**src/rtl/fifo_burst_reader.sv**
```systemverilog
// Burst consumer for the 8-entry FIFO. It drains 1..8 words, accumulates their unsigned sum
// and offers the result on a valid/ready handshake.
module fifo_burst_reader #(
  parameter int DATA_W = 32,
  parameter int SUM_W  = 35
) (
  input  logic              clk,
  input  logic              reset_n,
  input  logic              start,
  input  logic [3:0]        burst_len,
  input  logic              fifo_empty,
  input  logic              fifo_rd_ack,
  input  logic              fifo_rd_err,
  input  logic [DATA_W-1:0] fifo_d_out,
  output logic              fifo_rd_en,
  output logic [SUM_W-1:0]  sum,
  output logic [3:0]        word_cnt,
  output logic              sum_valid,
  input  logic              sum_ready,
  output logic              busy,
  output logic              err
);

  localparam logic [1:0] ST_IDLE = 2'd0;
  localparam logic [1:0] ST_READ = 2'd1;
  localparam logic [1:0] ST_DONE = 2'd2;

  logic [1:0]       state_r;
  logic [1:0]       next_state_s;
  logic [3:0]       len_r;
  logic [3:0]       issued_r;
  logic [3:0]       word_cnt_r;
  logic [SUM_W-1:0] sum_r;
  logic             sum_valid_r;
  logic             busy_r;
  logic             err_r;

  logic             len_ok_s;
  logic             start_ok_s;
  logic             start_bad_s;
  logic             ack_s;
  logic             rd_en_s;
  logic [3:0]       cnt_plus_s;
  logic             last_word_s;
  logic [SUM_W-1:0] sum_add_s;

  // Handshake qualifiers and the issue/receive datapath terms
  always_comb begin
    len_ok_s    = (burst_len >= 4'd1) && (burst_len <= 4'd8);
    start_ok_s  = (state_r == ST_IDLE) && start && len_ok_s;
    start_bad_s = (state_r == ST_IDLE) && start && !len_ok_s;
    ack_s       = (state_r == ST_READ) && fifo_rd_ack;
    rd_en_s     = (state_r == ST_READ) && (issued_r < len_r) && !fifo_empty;
    cnt_plus_s  = word_cnt_r + {3'b000, ack_s};
    last_word_s = (state_r == ST_READ) && (cnt_plus_s == len_r);
    sum_add_s   = sum_r + {{(SUM_W-DATA_W){1'b0}}, fifo_d_out};
  end

  // Next-state logic; the exit from READ fires on the edge that captures the final word
  always_comb begin
    next_state_s = state_r;
    case (state_r)
      ST_IDLE: begin
        if (start_ok_s) next_state_s = ST_READ;
        else            next_state_s = ST_IDLE;
      end
      ST_READ: begin
        if (last_word_s) next_state_s = ST_DONE;
        else             next_state_s = ST_READ;
      end
      ST_DONE: begin
        if (sum_ready) next_state_s = ST_IDLE;
        else           next_state_s = ST_DONE;
      end
      default: next_state_s = ST_IDLE;
    endcase
  end

  // State, counters, accumulator and registered status flags
  always_ff @(posedge clk) begin
    if (!reset_n) begin
      state_r     <= ST_IDLE;
      len_r       <= 4'd0;
      issued_r    <= 4'd0;
      word_cnt_r  <= 4'd0;
      sum_r       <= {SUM_W{1'b0}};
      sum_valid_r <= 1'b0;
      busy_r      <= 1'b0;
      err_r       <= 1'b0;
    end else begin
      state_r     <= next_state_s;
      busy_r      <= (next_state_s != ST_IDLE);
      sum_valid_r <= (next_state_s == ST_DONE);
      if (start_ok_s) begin
        len_r      <= burst_len;
        issued_r   <= 4'd0;
        word_cnt_r <= 4'd0;
        sum_r      <= {SUM_W{1'b0}};
      end else begin
        if (rd_en_s) issued_r <= issued_r + 4'd1;
        if (ack_s) begin
          sum_r      <= sum_add_s;
          word_cnt_r <= cnt_plus_s;
        end
      end
      // A read error in the same cycle as an accepted start still counts
      if (fifo_rd_err || start_bad_s) err_r <= 1'b1;
      else if (start_ok_s)            err_r <= 1'b0;
    end
  end

  assign fifo_rd_en = rd_en_s;
  assign sum        = sum_r;
  assign word_cnt   = word_cnt_r;
  assign sum_valid  = sum_valid_r;
  assign busy       = busy_r;
  assign err        = err_r;

endmodule

```
**config.mk**
```make
export PLATFORM = sky130hd
export DESIGN_NAME = fifo_burst_reader
export DESIGN_NICKNAME = d
export VERILOG_FILES = /design/src/rtl/fifo_burst_reader.sv
export SDC_FILE = /design/constraint.sdc
export NUM_CORES = 1
export LEC_CHECK = 0
export CAP_MARGIN = 20
export CORE_AREA = 2 2 92 94
export CTS_CLUSTER_SIZE = 28
export DETAILED_ROUTE_END_ITERATION = 10
export DIE_AREA = 0 0 94 96
export GPL_ROUTABILITY_DRIVEN = 0
export PLACE_DENSITY_LB_ADDON = 0.2
export SLEW_MARGIN = 20
export SYNTH_ARGS = -nofsm -noshare
export SYNTH_HDL_FRONTEND = slang
export SYNTH_SLANG_ARGS = --single-unit
```
**constraint.sdc**
```tcl
create_clock -name clk -period 6.5 [get_ports clk]
set_input_delay 1.3 -clock clk [delete_from_list [all_inputs] [get_ports clk]]
set_output_delay 1.3 -clock clk [all_outputs]
set_load 0.01 [all_outputs]
```
# Word-level counts from Yosys, hierarchy flattened
# Index checks and enable logic that the tools add are counted.
# totals
elab_cells	40
latch_bits	0
ram_bits	0
reg_bits	52
memories	0
input_bits	43
mem_bits_ro	0
# op_classes
n_eq_ne	4
add_sub_neg	3
n_div	0
shift	0
magnitude_cmp	3
n_bitwise	1
multipliers	0
muxes	6
n_reduce_logical	15
# ops
cell	count
35-bit by 32-bit adder with 35-bit output	1
1-bit logical AND	8
2-bit one-hot mux with 3 select lines	1
4-bit by 1-bit adder with 4-bit output	1
4-bit by 1-bit adder with 4-bit output (second input constant)	1
2-bit equality test (second input constant)	2
4-bit equality test	1
4-bit by 1-bit greater-or-equal comparator with 1-bit output (second input constant)	1
4-bit <= comparator (second input constant)	1
4-bit < comparator	1
2-bit two-way mux	2
2-bit nonzero test	2
1-bit two-way mux	3
2-bit by 1-bit equality test with 1-bit output (second input constant)	1
1-bit logical NOT	2
2-bit logical NOT	1
2-bit OR reduction	1
1-bit logical OR	1
1-bit inverter	1

# Depth between registers and ports, before layout
# Gate-level depths: netlist of run 1.
# logic_depth
word_depth	8
mapped_depth	13

# Worst setup path before layout of run 1
# Ideal clock, no wire load.
# synth_path
path_type	input-to-reg
start	input fifo_d_out[0]
end	register sum_r[32], in the netlist sum[32]
path_buffers	0
arrival_time_ns	3.289
required_ns	6.385
stages	11
path_slack_ns	3.096
setup_ns	0.115
cell_sequence	ha_1 inv_1 fa_1 nor2b_1 o2111ai_1 a21oi_1 o2111a_1 nor3_2 o41ai_2 nand3_1 and3_1
# synth_between
elab_chain_len	1
# synth_rtl
element	line_no	text
from (decl)	14	input logic [DATA_W-1:0] fifo_d_out,
35-bit by 32-bit adder with 35-bit output	56	sum_add_s = sum_r + {{(SUM_W-DATA_W){1'b0}}, fifo_d_out};
to (signal assigned)	86	sum_r <= {SUM_W{1'b0}};
to (signal assigned)	98	sum_r <= {SUM_W{1'b0}};
to (signal assigned)	102	sum_r <= sum_add_s;
to (decl)	33	logic [SUM_W-1:0] sum_r;
# No other way between the ends.
# A chain may end at the register's enable or synchronous reset.

# Final worst setup path of run 1
# layout_path
start	input fifo_empty
end	output fifo_rd_en
# layout_between
elab_chain_len	2
# layout_rtl
element	line_no	text
from (decl)	11	input logic fifo_empty,
1-bit logical NOT	53	rd_en_s = (state_r == ST_READ) && (issued_r < len_r) && !fifo_empty;
1-bit logical AND	53	
to (decl)	15	output logic fifo_rd_en,
# No other way between the ends.

==> results of run 1 <==
per-stage QoR:
step,std cells,util [%],total power (uW)
4_1_cts,678,61.80,757.4
5_1_grt,678,61.80,789.5
3_5_place_dp,670,60.37,522.1
6_report,678,61.80,751.1
3_3_place_gp,670,60.37,519.7
2_1_floorplan,503,-,454.5
layout make-up:
cell class | instances | share of cell area, %
clock buffers | 5 | 1.383
inverters | 14 | 1.056
repair buffers | 87 | 17.40
multi-input cells | 412 | 55.67
flip-flops and latches | 52 | 20.92
well taps | 105 | 2.640
clock inverters | 3 | 0.9303
worst paths after layout:
path              cells past startpoint  slack [ns]          to  startpoint
setup / recovery                      3        2.40  fifo_rd_en  fifo_empty
hold / removal                        2        0.48     sum[10]     sum[10]
setup reg to reg                     13        3.42        busy  state_r[1]
hold reg to reg                       2        0.48     sum[10]     sum[10]
power by group:
group          total, uW  leakage [uW]  switching, uW  internal (uW)
Combinational        180       0.00151           95.6           84.9
Clock                235     0.0000548            119            116
Sequential           336      0.000421           7.81            328
Total                751       0.00198            222            529
registers in the layout, indices dropped and copies added (netlist names):
register / flops
busy: 1
err: 1
issued_r: 4
len_r: 4
state_r: 2
sum: 35
sum_valid: 1
word_cnt: 4
metal layers:
metal,part of all wire (%),vias up,GRT usage [%]
li1,-,1947,-
met4,2.2,0,7.005
met1,44,1820,29.50
met5,0,-,0
met3,7.2,22,4.777
met2,47,135,37.98
cells by family after synthesis:
kind of cell    after synthesis  synth area share (%)
simple gates                177                 21.25
compound gates              155                 26.97
flops                        52                 26.30
buf+inv                      39                 3.699
fa+ha+maj                    39                 12.52
xor+xnor                     35                 7.746
mux                           6                 1.518
worst max-delay path, delay by kind of cell:
kind | cells | cell delay [ns]
compound gates | 1 | 0.44
buf+inv | 2 | 1.07
Yosys cell counts, types with 2 or more instances:
library cell   n
a211oi_1       5
a21o_1        12
a21oi_1       56
a22o_1        11
a31o_2         2
a31oi_1        5
a41oi_1        2
and2_1         4
and3_1         4
clkbuf_1      24
dfxtp_1       52
ha_1          38
inv_1         13
mux2i_1        6
nand2_1       67
nand2b_1       3
nand3_1       13
nand4_1       11
nor2_1        40
nor2b_1       12
nor3_1         6
nor3b_1        2
nor4_1         2
o2111ai_1      2
o21a_1        10
o21ai_0       22
o21ai_1        2
o21bai_1       2
o22ai_1        2
or2_2          4
xnor2_1       22
xor2_1        13
==> run_results.csv, run 1 <==
group,metric,value,unit
sta,min_period,4.105,ns
global_route,grt_max_degree,31,
place,detailed_place_hpwl,7.829,mm
global_route,grt_pass1_vias,3642,
final_layout,final_layout_size_suffix_gt1_share,5.061,%
final_layout,final_cell_mix,"clkdlybuf4s50_1, nand2_1, a21oi_1",
min_path,min_path_type,"flip-flop to flip-flop",
sta,finalSetupViolCount,0,
cts,holdBufCountCts,0,
critical_path,crit_path_start_kind,"input pin",
route,detail_route.drc_violations,0,
final_layout,multi_input_area,2770,sq um
place,dp_slack,2.267,ns
cts,post_cts_buffers,0,
run_status,status,"finished clean",
yosys,async_reset_ff_share,0,%
sta,rsz0062_at_grt,"no",
critical_path,max_stage_delay,0.63,ns
cts,cts.sinks,52,
yosys,ys_top_cells_by_area,"dfxtp_1, ha_1, a21oi_1",
sta,finalMaxSlewViolations,0,
floorplanning,die_y,96,microns
cts,cts_resized,0,
route,routed_via_density,5.788,
yosys,syn_area,3958,sq um
global_route,grt_overflow,0,
final_layout,fillCellCount,750,
critical_path,worstPathCellList,"clkdlybuf4s50_1 > a2111oi_4 > clkdlybuf4s50_1",
yosys,ys_types,66,
sta,fmax,243.6,MHz
final_layout,layout_commonest_cell,"clkdlybuf4s50_1",
place,io_buffers,85,
final_layout,diodes,0,
yosys,avgSynthCellArea,7.868,sq um
floorplanning,num_rows,33,
route,ant_nets,0,
cts,clk_pin_slew,0.11,ns
final_layout,fin_area,4976,sq um
yosys,ys_seq_area_share,26.30,%
cts,cts_buffers,5,
critical_path,cp-end-kind,"output pin",
cts,htreeDepth,2,
global_route,antenna_found_initial,0,
power_and_ir_drop,leakage,0.001982,uW
critical_path,cp.required,5.20,ns
yosys,yosysTopAreaCell,"dfxtp_1",
critical_path,cp_max_fo,5,
route,wirelength,10.11,mm
final_layout,area.growth.synth_to_final,25.73,%
place,dpl_cell_area,4861,sq um
route,vias,3924,
power_and_ir_drop,power.density,150.9,nW/um^2
critical_path,cp_slowest_cell,"clkdlybuf4s50_1",
cts,root_buffer,"clkbuf_8",
sta,fin_ws,2.395,ns
yosys,synth-seq-cells,52,
sta,tns,0,ns
final_layout,seq_area,1041,sq um
flow_run,max_cap_viol_count,0,
critical_path,cp_common_cell,"clkdlybuf4s50_1",
yosys,syn_inst,503,
sta,fin_skew,0.01329,ns
final_layout,nets,654,
route,wl_per_cell,14.92,microns
yosys,yosys_warnings,0,
floorplanning,die_w,94,microns
floorplanning,io_pins,86,
sta,timing.hold.ws,0.4796,ns
cts,clock_latency,0.31,ns
yosys,synth_flop_cell,"dfxtp_1",
yosys,synth_top_area_share,26.30,%
critical_path,cp.arrival,2.80,ns
floorplanning,dieArea,9024,sq um
sta,hold_viol,0,
sta,relSlewSlack,31.90,%
route,drtIter0Drc,176,
cts,clk_path_buf_depth,2,
global_route,track_usage,22.72,%
sta,fin_crit_sh,63.15,%
yosys,synth_nets,585,
yosys,synth_edf_count,0,
cts,cts_tree,"yes",
floorplanning,core-area,8051,sq um
power_and_ir_drop,peakVddDrop,0.09474,mV
critical_path,critical_path_class,"input pin to output pin",
route,dr.pass1.iters,4,
floorplanning,initial_utilization,49.15,%
global_route,grt_first_pass_wirelength,16.73,mm
sta,worstMarginPinSlew,1.018,ns
No activity file was read; power rests on OpenSTA's default activity.
==> run 2: changes to the inputs <==
CORE_AREA = 2 2 95 97   (was 2 2 92 94)
DIE_AREA = 0 0 97 99   (was 0 0 94 96)
clock period = 3.4 ns   (was 6.5 ns; I/O delays follow)
==> run_results.csv, run 2 (same netlist as run 1, synthesis figures left out) <==
group,metric,value,unit
global_route,grt_max_degree,32,
power_and_ir_drop,total_power,1366,uW
cts,clk_path_buf_depth,2,
route,vias,3940,
route,drtIter0Drc,168,
final_layout,nets,666,
floorplanning,die_w,97,microns
global_route,grt-busiest-layer,"met2",
route,wirelength,10.67,mm
final_layout,seq_area,1041,sq um
place,io_buffers,85,
cts,cts.sinks,52,
floorplanning,dieArea,9603,sq um
final_layout,final_cell_mix,"clkdlybuf4s50_1, nand2_1, a21oi_1",
final_layout,multi_input_area,2770,sq um
critical_path,crit_end,"fifo_rd_en",
critical_path,cp.arrival,2.58,ns
power_and_ir_drop,internal-power,940.3,uW
critical_path,cp-end-kind,"output pin",
global_route,met1_usage,28.19,%
power_and_ir_drop,p_switching,425.5,uW
route,routed_via_density,5.685,
critical_path,worstPathCellList,"inv_1 > ha_1 > a21o_1 > a21o_1 > a2111oi_4 > clkdlybuf4s50_1",
sta,relSlewSlack,30.70,%
final_layout,final_layout_size_suffix_gt1_share,7.009,%
cts,clk_pin_slew,0.10,ns
sta,finalMaxSlewViolations,0,
final_layout,fillCellCount,798,
critical_path,cp_max_fo,5,
global_route,use_met3,3.901,%
power_and_ir_drop,leakage,0.002033,uW
sta,rsz0062_at_grt,"no",
final_layout,layout_commonest_cell,"clkdlybuf4s50_1",
sta,timing.hold.ws,0.4733,ns
global_route,grt_first_pass_wirelength,17.71,mm
cts,clock_latency,0.31,ns
cts,root_buffer,"clkbuf_8",
floorplanning,initial_utilization,46.28,%
critical_path,regToRegEndpoint,"sum[32]",
global_route,grt_overflow,0,
critical_path,cp_common_cell,"a21o_1",
final_layout,diodes,0,
power_and_ir_drop,combPwrFrac,26.1,%
cts,cts_tree,"yes",
critical_path,critical_path_class,"flip-flop to output pin",
floorplanning,num_rows,34,
power_and_ir_drop,seqPwrFrac,47.0,%
route,detail_route.drc_violations,0,
power_and_ir_drop,p_sw_share,31.15,%
floorplanning,core-area,8551,sq um
flow_run,max_cap_viol_count,0,
cts,cts_resized,0,
critical_path,crit_path_start_kind,"flip-flop",
sta,fin_crit_sh,95.82,%
global_route,antenna_found_initial,0,
global_route,grt_pass1_vias,3844,
critical_path,cp_slowest_cell,"clkdlybuf4s50_1",
final_layout,area.growth.synth_to_final,27.41,%
global_route,track_usage,21.87,%
cts,cts_buffers,5,
floorplanning,io_pins,86,
power_and_ir_drop,peakVddDrop,0.1980,mV
sta,finalSetupViolCount,0,
global_route,met2_usage,36.81,%
sta,worstMarginPinSlew,1.036,ns
run_status,status,"finished clean",
critical_path,max_stage_delay,0.64,ns
power_and_ir_drop,power.density,270.9,nW/um^2
cts,post_cts_buffers,0,
critical_path,r2r_setup_slack,0.77,ns
critical_path,cp-startpoint,"len_r[1]",
sta,min_period,3.258,ns
cts,htreeDepth,2,
place,detailed_place_hpwl,8.075,mm
route,dr.pass1.iters,4,
min_path,min_path_type,"flip-flop to flip-flop",
sta,hold_viol,0,
critical_path,reg2reg_from,"sum[0]",
power_and_ir_drop,power_frac_clock,26.9,%
final_layout,largest_register_ffs,35,
critical_path,reg2reg_depth,12,
floorplanning,die_y,99,microns
critical_path,cp.required,2.72,ns
route,ant_nets,0,
sta,fin_skew,0.006815,ns
sta,fmax,307.0,MHz
route,wl_per_cell,15.39,microns
## run 2: area by class of cell
class	instances	area share [%]
clock inverter	3	0.3722
sequential	52	20.65
tap	108	2.680
inverter	14	1.042
multi-input combinational	412	54.94
clock buffer	5	1.365
timing repair buffer	99	18.96
## run 2: timing repair
item / in CTS / in global routing
hold endpoints to repair: 0 / 0
hold buffers: 0 / 0
endpoints found under the setup margin: 0 / 1
## run 2: worst min path at each step
stage                     from          to  slack (ns)  cells after the start
floorplan           state_r[0]  state_r[0]        0.48                      2
global placement       sum[18]     sum[18]        0.46                      2
detailed placement     sum[10]     sum[10]        0.47                      2
CTS                    sum[12]     sum[12]        0.48                      2
global route           sum[15]     sum[15]        0.51                      2
finish                  sum[3]      sum[3]        0.47                      2
## run 2: through the flow
step	instances	setup slack (ns)	utilization (%)	setup TNS [ns]	cell area, sq um
2_1_floorplan	503	0.6159	-	0	3958
3_3_place_gp	685	0.04008	57.95	0	4955
3_5_place_dp	685	-0.01377	57.95	-0.01377	4955
4_1_cts	693	0.1025	58.97	0	5042
5_1_grt	693	0.01057	58.97	0	5042
6_report	693	0.1423	58.97	0	5042
## run 2: power groups by stage
stage / clock network, uW / logic [uW] / registers, uW
after global routing: 402 / 389 / 645
final: 368 / 356 / 642
after CTS: 381 / 355 / 642
after global placement: 0 / 349 / 655
after detailed placement: 0 / 353 / 656
after floorplan: 0 / 210 / 659
## run 2: per-layer routing
metal  wire (microns)  part of all wire [%]
met4              181                   1.7
met5                0                     0
met1             4945                    46
met2             4975                    47
met3              563                   5.3
## run 2: worst max-delay path, delay by kind of cell (launching register included)
kind            cells  cell delay [ns]
fa+ha+maj           1             0.30
flops               1             0.40
buf+inv             2             0.70
compound gates      3             0.87
